**src/rtl/riscv_pkg.sv**
```systemverilog
// Shared RISC-V constants: R-type/ECALL encodings, ALU operation codes and the
// fetch/decode FSM state type. The ALU imports the same operation codes.
package riscv_pkg;

  localparam logic [6:0]  OP_RTYPE    = 7'b0110011;
  localparam logic [31:0] ECALL_INSTR = 32'h0000_0073;

  localparam logic [6:0] FUNCT7_BASE = 7'h00;
  localparam logic [6:0] FUNCT7_ALT  = 7'h20;

  localparam logic [6:0] ALU_ADD  = 7'h00;
  localparam logic [6:0] ALU_SLL  = 7'h01;
  localparam logic [6:0] ALU_SLT  = 7'h02;
  localparam logic [6:0] ALU_SLTU = 7'h03;
  localparam logic [6:0] ALU_XOR  = 7'h04;
  localparam logic [6:0] ALU_SRL  = 7'h05;
  localparam logic [6:0] ALU_OR   = 7'h06;
  localparam logic [6:0] ALU_AND  = 7'h07;
  localparam logic [6:0] ALU_SUB  = 7'h08;
  localparam logic [6:0] ALU_SRA  = 7'h0D;

  typedef enum logic [2:0] {
    ST_IDLE    = 3'd0,
    ST_FETCH   = 3'd1,
    ST_DECODE  = 3'd2,
    ST_EXECUTE = 3'd3,
    ST_HALT    = 3'd4
  } fd_state_t;

  // ALU code is the alternate-encoding bit of funct7 above funct3.
  function automatic logic [6:0] alu_op(input logic funct7_b5, input logic [2:0] funct3);
    return {3'b000, funct7_b5, funct3};
  endfunction

endpackage

```
**src/rtl/instr_decoder.sv**
```systemverilog
// Combinational R-type decoder: register offsets, ALU operation code and
// legal / ECALL classification of a 32-bit instruction word.
module instr_decoder
  import riscv_pkg::*;
(
  input  logic [31:0] instr,
  output logic [4:0]  rs1,
  output logic [4:0]  rs2,
  output logic [4:0]  rw,
  output logic [6:0]  operation,
  output logic        legal,
  output logic        is_ecall
);

  logic [6:0] opcode;
  logic [2:0] funct3;
  logic [6:0] funct7;

  assign opcode = instr[6:0];
  assign funct3 = instr[14:12];
  assign funct7 = instr[31:25];

  // Field extraction and legality check; alternate funct7 only allows SUB and SRA.
  always_comb begin
    rs1       = instr[19:15];
    rs2       = instr[24:20];
    rw        = instr[11:7];
    operation = alu_op(instr[30], funct3);
    is_ecall  = (instr == ECALL_INSTR);
    legal     = 1'b0;
    if (opcode == OP_RTYPE) begin
      case (funct7)
        FUNCT7_BASE: legal = 1'b1;
        FUNCT7_ALT:  legal = (funct3 == 3'b000) || (funct3 == 3'b101);
        default:     legal = 1'b0;
      endcase
    end
  end

endmodule

```
**src/rtl/fetch_decode.sv**
```systemverilog
// Multi-cycle fetch/decode stage: holds the PC, fetches one instruction at a
// time over a req/valid handshake, decodes R-type ops for the datapath and
// halts on ECALL.
//
// state   | meaning
// --------+-------------------------------------------------------------
// IDLE    | waiting for run after reset
// FETCH   | imem_req high at PC until imem_valid, then latch instruction
// DECODE  | register rs1/rs2/rw/operation and classify the instruction
// EXECUTE | one cycle: write/illegal strobe, retire count, advance PC
// HALT    | ECALL retired; terminal until reset
module fetch_decode
  import riscv_pkg::*;
#(
  parameter logic [31:0] RESET_PC = 32'h0000_0000
) (
  input  logic        clk,
  input  logic        reset,
  input  logic        run,
  output logic        imem_req,
  output logic [31:0] imem_addr,
  input  logic        imem_valid,
  input  logic [31:0] imem_rdata,
  output logic [4:0]  rs1,
  output logic [4:0]  rs2,
  output logic [4:0]  rw,
  output logic [6:0]  operation,
  output logic        write,
  output logic        halted,
  output logic        illegal,
  output logic [31:0] instr_count
);

  fd_state_t   state;
  logic [31:0] pc;
  logic [31:0] ir;
  logic        legal_q;
  logic        ecall_q;

  logic [4:0]  dec_rs1;
  logic [4:0]  dec_rs2;
  logic [4:0]  dec_rw;
  logic [6:0]  dec_operation;
  logic        dec_legal;
  logic        dec_is_ecall;

  instr_decoder u_instr_decoder (
    .instr     (ir),
    .rs1       (dec_rs1),
    .rs2       (dec_rs2),
    .rw        (dec_rw),
    .operation (dec_operation),
    .legal     (dec_legal),
    .is_ecall  (dec_is_ecall)
  );

  assign imem_addr = pc;

  // Sequencer: all outputs are registered so write/illegal land exactly on EXECUTE
  // and the decoded fields stay frozen until the next DECODE.
  always_ff @(posedge clk) begin
    if (reset) begin
      state       <= ST_IDLE;
      pc          <= RESET_PC;
      ir          <= '0;
      legal_q     <= 1'b0;
      ecall_q     <= 1'b0;
      imem_req    <= 1'b0;
      rs1         <= '0;
      rs2         <= '0;
      rw          <= '0;
      operation   <= '0;
      write       <= 1'b0;
      halted      <= 1'b0;
      illegal     <= 1'b0;
      instr_count <= '0;
    end else begin
      case (state)
        ST_IDLE: begin
          if (run) begin
            imem_req <= 1'b1;
            state    <= ST_FETCH;
          end
        end
        ST_FETCH: begin
          if (imem_valid) begin
            ir       <= imem_rdata;
            imem_req <= 1'b0;
            state    <= ST_DECODE;
          end
        end
        ST_DECODE: begin
          rs1       <= dec_rs1;
          rs2       <= dec_rs2;
          rw        <= dec_rw;
          operation <= dec_operation;
          legal_q   <= dec_legal;
          ecall_q   <= dec_is_ecall;
          // x0 writes are suppressed but the instruction still retires
          write     <= dec_legal && (dec_rw != 5'd0);
          illegal   <= !dec_legal && !dec_is_ecall;
          state     <= ST_EXECUTE;
        end
        ST_EXECUTE: begin
          write   <= 1'b0;
          illegal <= 1'b0;
          if (legal_q || ecall_q) begin
            instr_count <= instr_count + 32'd1;
          end
          if (ecall_q) begin
            halted <= 1'b1;
            state  <= ST_HALT;
          end else begin
            pc       <= pc + 32'd4;
            imem_req <= 1'b1;
            state    <= ST_FETCH;
          end
        end
        ST_HALT: begin
          imem_req <= 1'b0;
          write    <= 1'b0;
        end
        default: begin
          imem_req <= 1'b0;
          state    <= ST_IDLE;
        end
      endcase
    end
  end

endmodule

```
**config.mk**
```make
export PLATFORM = sky130hd
export DESIGN_NAME = fetch_decode
export DESIGN_NICKNAME = d
export VERILOG_FILES = /design/src/rtl/riscv_pkg.sv /design/src/rtl/instr_decoder.sv /design/src/rtl/fetch_decode.sv
export SDC_FILE = /design/constraint.sdc
export NUM_CORES = 1
export LEC_CHECK = 0
export ABC_AREA = 1
export CAP_MARGIN = 20
export CORE_MARGIN = 1.5
export CORE_UTILIZATION = 51
export DETAILED_ROUTE_END_ITERATION = 8
export DONT_BUFFER_PORTS = 1
export PLACE_DENSITY_LB_ADDON = 0.05
export SKIP_CTS_REPAIR_TIMING = 1
export SYNTH_ARGS = -nofsm -noshare
export SYNTH_HDL_FRONTEND = slang
export SYNTH_HIERARCHICAL = 1
export SYNTH_SLANG_ARGS = --single-unit
```
**constraint.sdc**
```tcl
create_clock -name clk -period 2.5 [get_ports clk]
set_input_delay 0.125 -clock clk [delete_from_list [all_inputs] [get_ports clk]]
set_output_delay 0.125 -clock clk [all_outputs]
set_load 0.005 [all_outputs]
```
After elaboration in Yosys (flattened, before gate mapping):

Cells that the tools add are included.

* $add $sub $neg: 2
* equal/unequal tests: 11
* mux-type cells: 12
* bitwise operators: 3
* reductions and logical operators: 19

Operators by type and width (number)
* adder 32 x 1 -> 32 bit (second input constant): 1
* adder 32 x 3 -> 32 bit (second input constant): 1
* == test 32 x 7 -> 1 bit (second input constant): 1
* one-hot mux 3 bit (5 select lines): 1
* == test 7 x 6 -> 1 bit (second input constant): 2
* 2-to-1 mux 3 bit: 3
* AND reduction 2 bit: 4
* zero test 7 bit: 1
* == test 3 x 2 -> 1 bit (second input constant): 2
* == test 3 bit (second input constant): 2
* zero test 3 bit: 2
* inequality test 2 bit (second input constant): 3
* one-hot mux 1 bit (2 select lines): 3
* nonzero test 5 bit: 1
* 2-to-1 mux 1 bit: 4
* one-hot mux 1 bit (4 select lines): 1
* AND reduction 4 bit: 1
* nonzero test 2 bit: 2
* == test 3 x 1 -> 1 bit (second input constant): 1
* inverter 1 bit: 3
* AND reduction 3 bit: 1
* logical AND 1 bit: 2
* zero test 1 bit: 2
* logical OR 1 bit: 2
* OR reduction 2 bit: 1

* register bits: 124
* bits of input ports: 36
* output and inout bits: 90

Longest topological paths before layout:

Gate-level depths: netlist of the first run.

* depth after elaboration: 7
* mapped depth: 10

Modules after synthesis:

The synthesis of the first run kept the hierarchy.

By module, submodules not included
* fetch_decode: instances 1, cells each 827, area each 5646.7 sq um
* instr_decoder: instances 1, cells each 70, area each 356.6 sq um

Worst setup path after synthesis of the first run:

No wires, ideal clock.

* kind: register -> register
* start: register instr_count[0]
* end: register instr_count[14]
* setup time: 0.113 ns
* data arrival time: 1.357 ns
* setup slack: 1.031 ns
* stages on the path, launching flop included: 11
* buffers on the path: 0
* period minus slack after synthesis: 1.469 ns
* cell sequence: dfxtp_1 -> ha_1 -> inv_1 -> nor2_1 -> nand2_1 -> nor2_4 -> nand2_1 -> nor2_1 -> nand2_1 -> nand2_1 -> nor2_1

* longest elaborated chain between the ends: 1

Ends and longest elaborated chain
* start: declaration: RTL line fetch_decode.sv:31 `output logic [31:0] instr_count`
* start signal: assignment: RTL line fetch_decode.sv:108 `instr_count <= instr_count + 32'd1;`
* adder 32 x 1 -> 32 bit: RTL line fetch_decode.sv:108

Every way passes these cells.
A chain may end at the register's enable or synchronous reset.

Worst setup path in the final report of the first run:

* start: register state[2]
* end: register write

* longest elaborated chain between the ends: 3
* elaborated cells between the ends (all ways): 6
* classes of those cells: 3 x eq/ne; 1 x mux; 2 x reduce/logical

Ends and longest elaborated chain
* start: declaration: RTL line fetch_decode.sv:34 `fd_state_t state;`
* start signal: assignment: RTL line fetch_decode.sv:63 `state <= ST_IDLE;`
* start signal: assignment: RTL line fetch_decode.sv:82 `state <= ST_FETCH;`
* start signal: assignment: RTL line fetch_decode.sv:89 `state <= ST_DECODE;`
* == test 3 x 2 -> 1 bit or == test 3 bit (tied branches): RTL line fetch_decode.sv:78 `case (state)`
* OR reduction 2 bit (no source line)
* one-hot mux 1 bit (2 select lines) or nonzero test 2 bit (tied branches)
* end signal: assignment: RTL line fetch_decode.sv:100 `write <= dec_legal && (dec_rw != 5'd0);`
* end: declaration: RTL line fetch_decode.sv:28 `output logic write,`

Parallel ways exist; a longest one is shown, timed or not.

==> Implementation_results.wiki, run 1 <==
{| class="wikitable"
! Metric !! Value
|-
| Top Ports || 126
|-
| Slack of the critical path || 0.613 ns
|-
| Final hold viol count || 1
|-
| Post-route fraction of the period consumed by the critical path || roughly 75%
|-
| Worst setup SP type || flip-flop
|-
| Filler cell count in the final layout || roughly 1100
|-
| Worst-path clk slew || 0.06 ns
|-
| Via count of the routed design || roughly 5500
|-
| Detailed-route wire length per cell || about 14 um
|-
| Internal portion of total power || 3.86 mW
|-
| Worst-case vdd ir drop || 0.524 mV
|-
| Placement row count || 39
|-
| Data arrival time at the worst-slack endpoint || approximately 2.2 ns
|-
| Most common cell after layout, fill and taps aside || nor2_1
|-
| RSZ-0062 raised after global routing || no
|-
| RePlAce Congestion || 0.915
|-
| Clock network fraction of total power || 49.4%
|-
| Number of synthesis warnings || 6
|-
| Area taken by multi-input logic gates || roughly 2800 um^2
|-
| Initial core utilization || 52.4%
|-
| Area of the mapped netlist || 6000 um^2
|-
| Gate count of the mapped netlist || roughly 900
|-
| Commonest cells after routing, fill and taps aside || 173 x nor2_1, 146 x nand2_1, 125 x dfxtp_1
|-
| Kind of cell adding the most delay to the critical path || buffers and inverters
|-
| Wire length of the first global-routing pass || about 24 mm
|-
| Number of sinks handled by clock tree synthesis || about 130
|-
| Max FO, Critical Path || 8
|-
| Die area || 12400 um^2
|-
| Pre-antenna DRT Iters || 5
|-
| Buffers and inverters on the worst path || 3
|-
| Status || complete, but fails checks
|-
| Switching portion of total power || 23.4%
|-
| Proportion of netlist area held by the largest area contributor || 41.7%
|-
| H-tree depth reported by CTS || 4
|-
| Proportion of layout cells with a drive suffix above 1 || 6.42%
|-
| Clock Tree Buf Depth || 2
|-
| Crit-path slowest cell || dfxtp_1
|-
| Number of clock buffers inserted by TritonCTS || 17
|-
| Net switching power || between 1 and 1.5 mW
|-
| Static leakage || 2.74 nW
|-
| Register bit total from synthesis || 125
|-
| Core Area || 11500 um^2
|-
| Post-synth cell types || 36
|-
| Worst-Skew Late Latency || 0.42 ns
|-
| Post-route setup TNS || 0 ns
|-
| Half-perimeter wire length after detailed placement || 10.1 mm
|-
| Max-cap violations || 0
|-
| Antenna violations before repair || 0
|-
| Final antenna diode count || 0
|-
| Worst-case setup slack after placement || 0.641 ns
|-
| Classification of the worst-slack hold path || in -> reg
|-
| Max_slew headroom || 45.8%
|-
| Upper clock frequency limit || 530 MHz
|-
| Vias per Instance || between 5 and 6
|-
| Fin crit period || 1.89 ns
|-
| CTS tree || yes
|-
| Slew at the pin closest to its max-slew limit || between 0.8 and 0.9 ns
|-
| Register area share after synthesis || 41.7%
|-
| Via count of the first global-routing pass || slightly above 5000
|-
| Clk Tree Root Cell || clkbuf_16
|-
| Number of DRC markers after the initial detailed-route iteration || roughly 340
|-
| Nets || 944
|-
| Pwr/cell area || 727 nW/um^2
|-
| DRC viols || 0
|-
| Area growth syn-to-layout || 15.3%
|-
| Cell breakdown of the critical path || inv_1 -> nor3_1 -> inv_1 -> o211ai_1 -> a21oi_1 -> dlygate4sd3_1
|-
| Sequential fraction of design power || 43.2%
|-
| Area used by sequential logic in the layout || between 2000 and 3000 um^2
|-
| Kind of critical path || reg -> reg
|-
| Required time at the endpoint of the critical path || 2.80 ns
|-
| Total overflow reported by the global router || 0
|-
| Crit end category || flip-flop
|-
| Width of the die || ~110 um
|-
| Die Y || 111 um
|-
| Cell with the most instances on the worst path || inv_1
|-
| Total routing resource utilization after global routing || 23.6%
|-
| Worst path max stage delay || 0.57 ns
|-
| Setup clock skew after layout || 0.00516 ns
|-
| Post-DRT Antenna Nets || 0
|-
| Pins over their slew limit || 0
|-
| Cell type contributing the most total cell area after synthesis || dfxtp_1
|-
| Final count of negative-setup-slack endpoints || 0
|-
| Number of input and output port buffers inserted || 0
|-
| Average cell area after synthesis || 6.69 um^2
|-
| Total Wirelength || 14.4 mm
|-
| Pin count of the biggest net entering global routing || 65
|-
| Biggest area contributors in the synthesized netlist || dfxtp_1 42%, nor2_1 11%, nand2_1 9.1%
|-
| Violations in the final reports || negative hold slack
|-
| WHS || -0.0662 ns
|-
| Part of the power in combinational logic || 7.3%
|}
## state kept, by name, indices dropped and copies added (netlist names), 3 cells and up
signal and count:
rw 5, operation 7, ir 32, instr_count 32, rs2 5, imem_addr 30, state 3, rs1 5
## cells by family after synthesis
group / count (synthesis) / synth area share (%)
buffers and inverters: 177 / 12.7
XOR/XNOR: 5 / 0.730
other: 2 / 0.125
AO/OA/AOI/OAI: 156 / 13.3
adder cells (fa/ha/maj): 2 / 0.417
AND/OR/NAND/NOR: 430 / 31.0
flip-flops: 125 / 41.7
## routing by layer
metal | GRT usage (%) | part of all wire, % | vias to the layer above
met3 | 7.89 | 6.7 | 26
met4 | 8.78 | 1.9 | 0
met1 | 28.8 | 44 | 2475
li1 | - | - | 2836
met5 | 0 | 0 | -
met2 | 38.7 | 48 | 147
## power by group through the flow
stage / clock (mW) / combinational (mW) / sequential, mW
6_report: 2.49 / 0.368 / 2.18
5_1_grt: 2.61 / 0.428 / 2.19
4_1_cts: 2.53 / 0.317 / 2.18
3_5_place_dp: 0 / 0.314 / 2.22
3_3_place_gp: 0 / 0.305 / 2.21
2_1_floorplan: 0 / 0.312 / 2.19
## metrics by stage
stage	power [mW]	util (%)	std cells	instance area, um^2
2_1_floorplan	2.50	-	900	6010
3_3_place_gp	2.52	52.0	995	5960
3_5_place_dp	2.53	52.0	995	5960
4_1_cts	5.02	57.2	1027	6560
5_1_grt	5.23	60.4	1062	6920
6_report	5.03	60.4	1062	6920
## cell usage after synthesis, drive strengths merged
cell type and number:
nor2 184, nand2 150, inv 126, dfxtp 125, o21ai 74, a21oi 73
nand3 56, buf 31, clkbuf 20, nor3 18, nand4 13, o21a 5
xnor2 3, a31oi 2, and2 2, and3 2, conb 2, ha 2
nor3b 2, xor2 2, a211oi 1, nand3b 1, nor2b 1, o211ai 1
or2 1
## worst paths after layout
path / from / endpoint / slack, ns / cells past startpoint
max: state[2] / write / 0.61 / 6
min: imem_rdata[29] / ir[29] / -0.07 / 2
max reg2reg: state[2] / write / 0.61 / 6
min reg2reg: ir[31] / ir[31] / 0.44 / 2
## final cells by class
| cell class | instances | share of cell area, % |
|---|---|---|
| Sequential cell | 125 | 36.2 |
| Inverter | 126 | 6.83 |
| Tap cell | 143 | 2.58 |
| Timing Repair Buffer | 38 | 5.89 |
| Clock buffer | 21 | 6.65 |
| Clock inverter | 11 | 2.04 |
| Multi-Input combinational cell | 598 | 39.8 |
Power figures use the tool's default switching activity.
==> run 2, diff against run 1 <==
- clock period: 2.5 -> 1.9 ns (I/O delays scaled with it)
==> run 2 against run 1 <==
The run now ends clean. First-iteration DRC count decreased by 23%. Global-route usage decreased by 0.33 points. Critical path depth increased by 3. Cell area increased by 1.4%. Clock power increased by 42%. Critical path type unchanged. Critical endpoint is now instr_count[14]. Largest power group unchanged.
==> Implementation_results.wiki, run 2 (synthesis results as in run 1) <==
{| class="wikitable"
! Metric !! Value
|-
| Kind of critical path || reg -> reg
|-
| Setup clock skew after layout || 0.00714 ns
|-
| Placement row count || 39
|-
| Pin count of the biggest net entering global routing || 65
|-
| Status || finished, final reports clean
|-
| Static leakage || between 2 and 3 nW
|-
| DRC viols || 0
|-
| Worst-path clk slew || roughly 0.06 ns
|-
| Via count of the routed design || roughly 5500
|-
| H-tree depth reported by CTS || 4
|-
| Number of sinks handled by clock tree synthesis || 125
|-
| Most common cell after layout, fill and taps aside || nor2_1
|-
| Pwr/cell area || 982 nW/um^2
|-
| Clock Tree Buf Depth || 2
|-
| Final hold viol count || 0
|-
| Pre-antenna DRT Iters || 5
|-
| Internal portion of total power || 5.33 mW
|-
| Post-DRT Antenna Nets || 0
|-
| Crit end category || flip-flop
|-
| Number of DRC markers after the initial detailed-route iteration || between 200 and 300
|-
| Sequential fraction of design power || 41.4%
|-
| Filler cell count in the final layout || approximately 1100
|-
| Proportion of layout cells with a drive suffix above 1 || roughly 7.2%
|-
| RSZ-0062 raised after global routing || no
|-
| Slack of the critical path || between 0.15 and 0.2 ns
|-
| Via count of the first global-routing pass || around 5000
|-
| Clock network fraction of total power || about half
|-
| Switching portion of total power || between 20% and 30%
|-
| Number of input and output port buffers inserted || 0
|-
| Area growth syn-to-layout || 17.0%
|-
| Total routing resource utilization after global routing || 23.2%
|-
| Max FO, Critical Path || 14
|-
| Net switching power || 1.57 mW
|-
| Core Area || 11500 um^2
|-
| Fin crit period || 1.71 ns
|-
| Detailed-route wire length per cell || 13.6 um
|-
| Die area || between 10000 and 15000 um^2
|-
| Worst setup SP type || flip-flop
|-
| Initial core utilization || 52.4%
|-
| Number of clock buffers inserted by TritonCTS || 17
|-
| Final antenna diode count || 0
|-
| Worst-case vdd ir drop || 0.745 mV
|-
| RePlAce Congestion || 0.829
|-
| Pins over their slew limit || 0
|-
| Max-cap violations || 0
|-
| Commonest cells after routing, fill and taps aside || 172 x nor2_1, 146 x nand2_1, 125 x dfxtp_1
|-
| Die Y || between 100 and 150 um
|-
| Worst-case setup slack after placement || 0.176 ns
|-
| Antenna violations before repair || 0
|-
| Part of the power in combinational logic || 7.4%
|-
| Post-route setup TNS || 0 ns
|-
| Upper clock frequency limit || 586 MHz
|-
| Clk Tree Root Cell || clkbuf_16
|-
| Total overflow reported by the global router || 0
|-
| Required time at the endpoint of the critical path || 2.21 ns
|-
| Width of the die || around 110 um
|-
| Total Wirelength || 14.5 mm
|-
| Classification of the worst-slack hold path || in -> reg
|-
| Worst-Skew Late Latency || 0.42 ns
|-
| Wire length of the first global-routing pass || 23.5 mm
|-
| Final count of negative-setup-slack endpoints || 0
|-
| Nets || between 900 and 1000
|-
| Half-perimeter wire length after detailed placement || 9.97 mm
|-
| Data arrival time at the worst-slack endpoint || 2.01 ns
|-
| Vias per Instance || 5.14
|-
| CTS tree || yes
|-
| Post-route fraction of the period consumed by the critical path || 89.8%
|-
| Top Ports || 126
|-
| WHS || 0.0533 ns
|}
run 2: changes by cell type in the layout (fill, tap and decap cells not counted):
cell,previous run,this run
nor2_1,173,172
nor2_2,6,7
clkbuf_8,2,5
clkbuf_1,2,1
bufinv_16,3,4
buf_4,1,7
clkinv_2,4,1
run 2: per-layer routing:
metal,share of wire (%),wire length (um),track usage [%]
met5,0,0,0
met4,1.6,235,9.62
met3,6.4,927,7.29
met2,48,6970,38.8
met1,44,6390,27.9
run 2: power by group through the flow:
stage          logic [mW]  registers [mW]  clock network [mW]
6_report            0.509            2.86                3.53
5_1_grt             0.588            2.87                3.71
4_1_cts             0.437            2.86                3.59
3_5_place_dp        0.433            2.91                   0
3_3_place_gp        0.423            2.91                   0
2_1_floorplan       0.411            2.88                   0
run 2: final cells by class:
class,instances,area [um^2],share of cell area (%)
multi-input cells,598,2760,39.3
flip-flops and latches,125,2500,35.6
clock buffers,23,498,7.09
inverters,126,473,6.74
repair buffers,44,453,6.45
well taps,143,179,2.55
clock inverters,9,156,2.23
run 2: worst paths after layout:
kind | from | end | slack (ns) | cells after the start
max reg2reg | state[1] | instr_count[14] | 0.19 | 9
min reg2reg | ir[4] | ir[4] | 0.44 | 2
max | state[1] | instr_count[14] | 0.19 | 9
min | reset | state[2] | 0.05 | 3
run 2: worst max-delay path: stages (launching register included):
cell and delay (ns):
dfxtp_1 0.38, nand2_2 0.12, nor2_4 0.18, nand2_2 0.25, nor2_4 0.25, nand2_1 0.12, nor2_1 0.14, nand2_1 0.06
nand2_1 0.06, nor2_1 0.04
run 2: per-stage QoR:
| stage | util [%] | total power, mW | std cells | area [um^2] |
|---|---|---|---|---|
| global placement | 52.4 | 3.33 | 1001 | 6000 |
| detailed placement | 52.4 | 3.34 | 1001 | 6000 |
| global route | 61.2 | 7.17 | 1068 | 7020 |
| finish | 61.2 | 6.90 | 1068 | 7020 |
| floorplan | - | 3.29 | 900 | 6010 |
| CTS | 58.1 | 6.89 | 1033 | 6660 |
